==> config.mk <==
export PLATFORM = sky130hd
export DESIGN_NAME = mem_arbiter
export DESIGN_NICKNAME = d
export VERILOG_FILES = /design/src/rtl/mem_arbiter.sv
export SDC_FILE = /design/constraint.sdc
export NUM_CORES = 1
export LEC_CHECK = 0
export BUFFER_PORTS_ARGS = -buffer_cell sky130_fd_sc_hd__buf_2
export CORE_AREA = 2 2 123 125
export DETAILED_ROUTE_END_ITERATION = 7
export DIE_AREA = 0 0 125 127
export GPL_TIMING_DRIVEN = 1
export PLACE_DENSITY = 0.81
export SYNTH_ARGS = -nofsm -noshare
export SYNTH_HDL_FRONTEND = slang
export SYNTH_SLANG_ARGS = --single-unit
==> constraint.sdc <==
create_clock -name clk -period 4.25 [get_ports clk]
set_input_delay 0.85 -clock clk [delete_from_list [all_inputs] [get_ports clk]]
set_output_delay 0.85 -clock clk [all_outputs]
set_load 0.01 [all_outputs]
==> src/rtl/mem_arbiter.sv <==
// mem_arbiter: merges itim and dtim request streams onto one external memory port.
// Define MEM_ARBITER_RR_EN for round-robin arbitration; default is data-first with an instr starvation guard.
package mem_arbiter_pkg;
    typedef struct packed {
        logic        mem_valid;
        logic        mem_fence;
        logic        mem_instr;
        logic [31:0] mem_addr;
        logic [31:0] mem_wdata;
        logic [3:0]  mem_wstrb;
    } mem_in_type;

    typedef struct packed {
        logic [31:0] mem_rdata;
        logic        mem_ready;
    } mem_out_type;
endpackage

module mem_arbiter
    import mem_arbiter_pkg::*;
#(
    parameter int starve_limit = 4
) (
    input  logic        clk,
    input  logic        rst,
    input  mem_in_type  imem_in,
    output mem_out_type imem_out,
    input  mem_in_type  dmem_in,
    output mem_out_type dmem_out,
    output mem_in_type  mem_in,
    input  mem_out_type mem_out
);
    localparam int SRC_I = 0;
    localparam int SRC_D = 1;

    typedef enum logic [1:0] {IDLE, BUSY_I, BUSY_D} state_t;

    state_t     state_reg, state_next;
    mem_in_type slot_i_reg, slot_i_next;
    mem_in_type slot_d_reg, slot_d_next;

    logic [1:0] src_valid;
    logic [1:0] slot_valid;
    logic [1:0] done;
    logic [1:0] take;
    logic       decide;
    logic       elig_i;
    logic       elig_d;
    logic       grant_i;

`ifdef MEM_ARBITER_RR_EN
    logic rr_instr_reg, rr_instr_next;   // 1: instr wins the next collision
`else
    localparam int CNT_W = $clog2(starve_limit + 1);
    localparam logic [CNT_W-1:0] STARVE_MAX = CNT_W'(starve_limit);
    logic [CNT_W-1:0] starve_cnt_reg, starve_cnt_next;
`endif

    assign src_valid  = {dmem_in.mem_valid, imem_in.mem_valid};
    assign slot_valid = {slot_d_reg.mem_valid, slot_i_reg.mem_valid};
    assign done[SRC_I] = rst && (state_reg == BUSY_I) && mem_out.mem_ready;
    assign done[SRC_D] = rst && (state_reg == BUSY_D) && mem_out.mem_ready;

    // A source may only post a new request once its previous one has completed,
    // which includes the very edge on which it completes.
    generate
        for (genvar gi = 0; gi < 2; gi++) begin : g_take
            assign take[gi] = src_valid[gi] && (!slot_valid[gi] || done[gi]);
        end
    endgenerate

    always_comb begin
        state_next  = state_reg;
        slot_i_next = slot_i_reg;
        slot_d_next = slot_d_reg;
        decide      = 1'b0;
        elig_i      = 1'b0;
        elig_d      = 1'b0;
        grant_i     = 1'b0;
        mem_in      = '0;
        imem_out    = '0;
        dmem_out    = '0;

        if (take[SRC_I]) begin
            slot_i_next = imem_in;
        end else if (done[SRC_I]) begin
            slot_i_next.mem_valid = 1'b0;
        end
        if (take[SRC_D]) begin
            slot_d_next = dmem_in;
        end else if (done[SRC_D]) begin
            slot_d_next.mem_valid = 1'b0;
        end

        // The completing source competes with its reloaded request so that a
        // continuously requesting source keeps the port back-to-back.
        case (state_reg)
            IDLE: begin
                decide = 1'b1;
                elig_i = slot_i_reg.mem_valid;
                elig_d = slot_d_reg.mem_valid;
            end
            BUSY_I: begin
                mem_in           = slot_i_reg;
                mem_in.mem_instr = 1'b1;
                if (mem_out.mem_ready) begin
                    imem_out = mem_out;
                    decide   = 1'b1;
                    elig_i   = take[SRC_I];
                    elig_d   = slot_d_reg.mem_valid;
                end
            end
            BUSY_D: begin
                mem_in           = slot_d_reg;
                mem_in.mem_instr = 1'b0;
                if (mem_out.mem_ready) begin
                    dmem_out = mem_out;
                    decide   = 1'b1;
                    elig_i   = slot_i_reg.mem_valid;
                    elig_d   = take[SRC_D];
                end
            end
            default: state_next = IDLE;
        endcase

`ifdef MEM_ARBITER_RR_EN
        rr_instr_next = rr_instr_reg;
        grant_i       = elig_i && (!elig_d || rr_instr_reg);
`else
        starve_cnt_next = starve_cnt_reg;
        grant_i         = elig_i && (!elig_d || (starve_cnt_reg == STARVE_MAX));
`endif

        if (decide) begin
            if (elig_i || elig_d) begin
                state_next = grant_i ? BUSY_I : BUSY_D;
`ifdef MEM_ARBITER_RR_EN
                rr_instr_next = !grant_i;
`else
                if (grant_i) begin
                    starve_cnt_next = '0;
                end else if (elig_i && (starve_cnt_reg != STARVE_MAX)) begin
                    starve_cnt_next = starve_cnt_reg + CNT_W'(1);
                end
`endif
            end else begin
                state_next = IDLE;
            end
        end

        if (!rst) begin
            mem_in   = '0;
            imem_out = '0;
            dmem_out = '0;
        end
    end

    always_ff @(posedge clk) begin
        if (!rst) begin
            state_reg      <= IDLE;
            slot_i_reg     <= '0;
            slot_d_reg     <= '0;
`ifdef MEM_ARBITER_RR_EN
            rr_instr_reg   <= 1'b0;
`else
            starve_cnt_reg <= '0;
`endif
        end else begin
            state_reg      <= state_next;
            slot_i_reg     <= slot_i_next;
            slot_d_reg     <= slot_d_next;
`ifdef MEM_ARBITER_RR_EN
            rr_instr_reg   <= rr_instr_next;
`else
            starve_cnt_reg <= starve_cnt_next;
`endif
        end
    end
endmodule
==> metrics list <==
- In the final design database the tool counted 1342 nets.
- Number of global-route vias before repair: 6726
- Summing every instance area after synthesis gives 6867 um^2.
* Avg Vias per Cell: 5.192
- Entering global routing, the biggest net connects 95 pins.
- For this run, the register share of the synthesized area comes to 42.27%.
- Global routing consumed, over all layers together, 25.85% of the routing resources.
- Number of buffers added for setup after CTS: 0
* Number of enable flip-flop cells after synthesis: 0
* Count of final hold-check violations: 0
* CTS tree: done
- Global routing consumed, on the met1 layer, 29.70% of the routing resources.
- For this block, the routed nets add up to 21.17 mm of wire.
* Number of warnings printed during yosys synthesis: 0
- Area share of the largest cell type after synthesis: 42.27%
- Critical path peak fanout: 39
- Once the floorplan was initialized, standard cells occupied 47.61% of the core.
* Async set or reset register ratio after synthesis: 0%
- After layout, the worst path uses 76.55% of the clock period.
- Yosys top cell by area: dfxtp_1
- STA puts the critical path data arrival time at 2.40 ns.
* Number of instances in the synthesized netlist: 892
- DIE HEIGHT: 127 um
- Number of DRC markers in iteration 0: 479
- Post-route DRC violation count: 0
- Clock Skew: 0.007801 ns
* Post-route minimum period: 3.254 ns
- CTS max path bufs: 2
* First-pass detailed-route iteration total: 5
- Mean instance size in the synthesized netlist: 7.698 um^2
* Worst Max-Slew Pin Slew: 0.9046 ns
* Routing usage on met3: 4.523%
- Max Fclk: 307.4 MHz
* Nature of the critical path startpoint: flop
- Critical path data required time: 3.40 ns
- Once placement finished, the instance area stood at 8498 um^2.
- Detailed placement HPWL: 14.36 mm
- The finished cells cover 9106 um^2.
- Top_reg_cell synth: dfxtp_1
- The H-tree generated during clock tree synthesis spans 4 levels.
- The number of clock buffers added by TritonCTS is 17.
* Worst hold margin: 0.4599 ns
- R2R setup slack: 1.66 ns
- Per-cell routed wire length: 15.61 um
- Clock tree synthesis found a total of 145 sinks.
- 314 I/O pins were placed.
- P per Cell Area: 378.3 nW/um^2
- DP Cell Count: 1324
- Result of the run: complete, no violations
- The floorplan has 44 rows.
* Port Buffer Count: 311
- Fraction of final layout cells with drive strength greater than 1: 31.06%
* Floorplan Core Area: 14420 um^2
* Number of antenna violations at the first check in global routing: 1
- Ranked by total cell area, the synthesized netlist is headed by dfxtp_1, nand2_1, a21boi_0.
- Clock latency on the worst-skew pair, taken at its later pin, is 0.41 ns.
- Via count: 7040
* Leakage power total: 4.075 nW
* Final ANT Viol Nets: 0
- The number of antenna diodes in the final layout is 0.
- Max-cap violations in this run came to 0.
- The commonest cells after synthesis are nand2_1, dfxtp_1, a21boi_0.
* Finish-stage setup viols: 0
* Met2 usage in global routing: 46.68%
* Capturing element type of the critical path: output pin
- Post-route insts no fill: 1356
- Post-Syn Nets: 1075
- The congestion estimate from routability-driven global placement came to 0.8353.
- The setup path with the least slack is of type reg -> out.
- RSZ-0062 raised after global routing: no
- After global routing, the most crowded layer is met2.
- Number of gates resized after cts: 0
- Worst max-slew margin expressed relative to the limit: 39.69%
- Setup TNS: 0 ns
- The first global-routing pass estimated 32.98 mm of wire.
* Class of the tightest hold or removal check: reg -> reg
- Post-synthesis to final-layout area growth: 32.62%
- The synthesized netlist contains 33 unique library cells.
- The worst-case IR drop observed on VDD is 0.0002651 V.
- Flip-flop and latch count after synthesis: 145
- Clock edge transition at the registers on the reported setup and hold paths: 0.06 ns
- Total power for the finished layout comes to 3.445 mW.
* Die X-Extent: 125 um
- The die covers 15880 um^2.
- Summed over all layers, the global routing overflow is 0.
- Count of hold-fix buffers inserted at cts: 0
- In the post-synthesis netlist, the cell with the most instances is nand2_1.
* Root cell of the clock tree: clkbuf_16
* Max Slew Vio Count: 0
[power breakdown]
group	switching, mW	internal, mW	total [mW]	leakage (nW)
Clock	0.549	0.968	1.52	0.285
Combinational	0.268	0.176	0.444	2.60
Sequential	0.0431	1.44	1.48	1.19
Total	0.861	2.58	3.44	4.08
[area by class of cell]
cell class	instances	area, um^2
Tap cell	184	230.2
Fill cell	1308	5318
Multi-Input combinational cell	665	3656
Sequential cell	145	2903
Clock buffer	23	478.0
Timing Repair Buffer	322	1679
Inverter	8	30.03
Clock inverter	9	130.1
[metrics by stage]
| stage | util (%) | setup slack, ns |
|---|---|---|
| finish | 63.13 | 0.9965 |
| global route | 63.13 | 0.8319 |
| CTS | 63.13 | 0.9788 |
| detailed placement | 58.92 | 1.096 |
| global placement | 58.92 | 1.112 |
| floorplan | - | 1.662 |
[critical path, cell delays in order, from the launching register on]
cell     delay, ns
dfxtp_1       0.37
inv_1         0.10
ha_1          0.36
nand2_2       0.43
buf_12        0.36
nor2_1        0.17
buf_2         0.16
[cell usage in the layout, fill, tap and decap left out, types with 4 or more instances in the layout]
cell type,n
nand2_1,285
a21oi_1,4
clkinvlp_4,4
and2_1,65
buf_2,310
nor2_1,71
a22oi_1,70
a21boi_0,128
a21boi_1,11
clkbuf_16,17
dfxtp_1,145
inv_1,7
ha_1,4
buf_4,9
[path summary, 6_finish.rpt]
kind                                                   from                           to  depth (start not counted)
worst max-delay path              state_reg[0]$_SDFFE_PN0P_                   mem_in[61]                          6
worst min-delay path            slot_d_reg[67]$_SDFFE_PN0N_  slot_d_reg[67]$_SDFFE_PN0N_                          2
worst max register to register    state_reg[0]$_SDFFE_PN0P_  slot_d_reg[47]$_SDFFE_PN0N_                          8
worst min register to register  slot_d_reg[67]$_SDFFE_PN0N_  slot_d_reg[67]$_SDFFE_PN0N_                          2
[logic make-up after synthesis]
kind of cell | share of synthesized area, %
DFF | 42.27
and+or+nand+nor | 26.59
adders and majority gates | 1.093
AOI/OAI and AO/OA | 25.13
buffers and inverters | 4.920
[metal layers]
layer / vias up / part of all wire, %
li1: 3474 / -
met1: 3229 / 39
met2: 287 / 52
met3: 48 / 5.9
met4: 2 / 3.0
met5: - / 0.033
(Power assumes the default switching activity.)
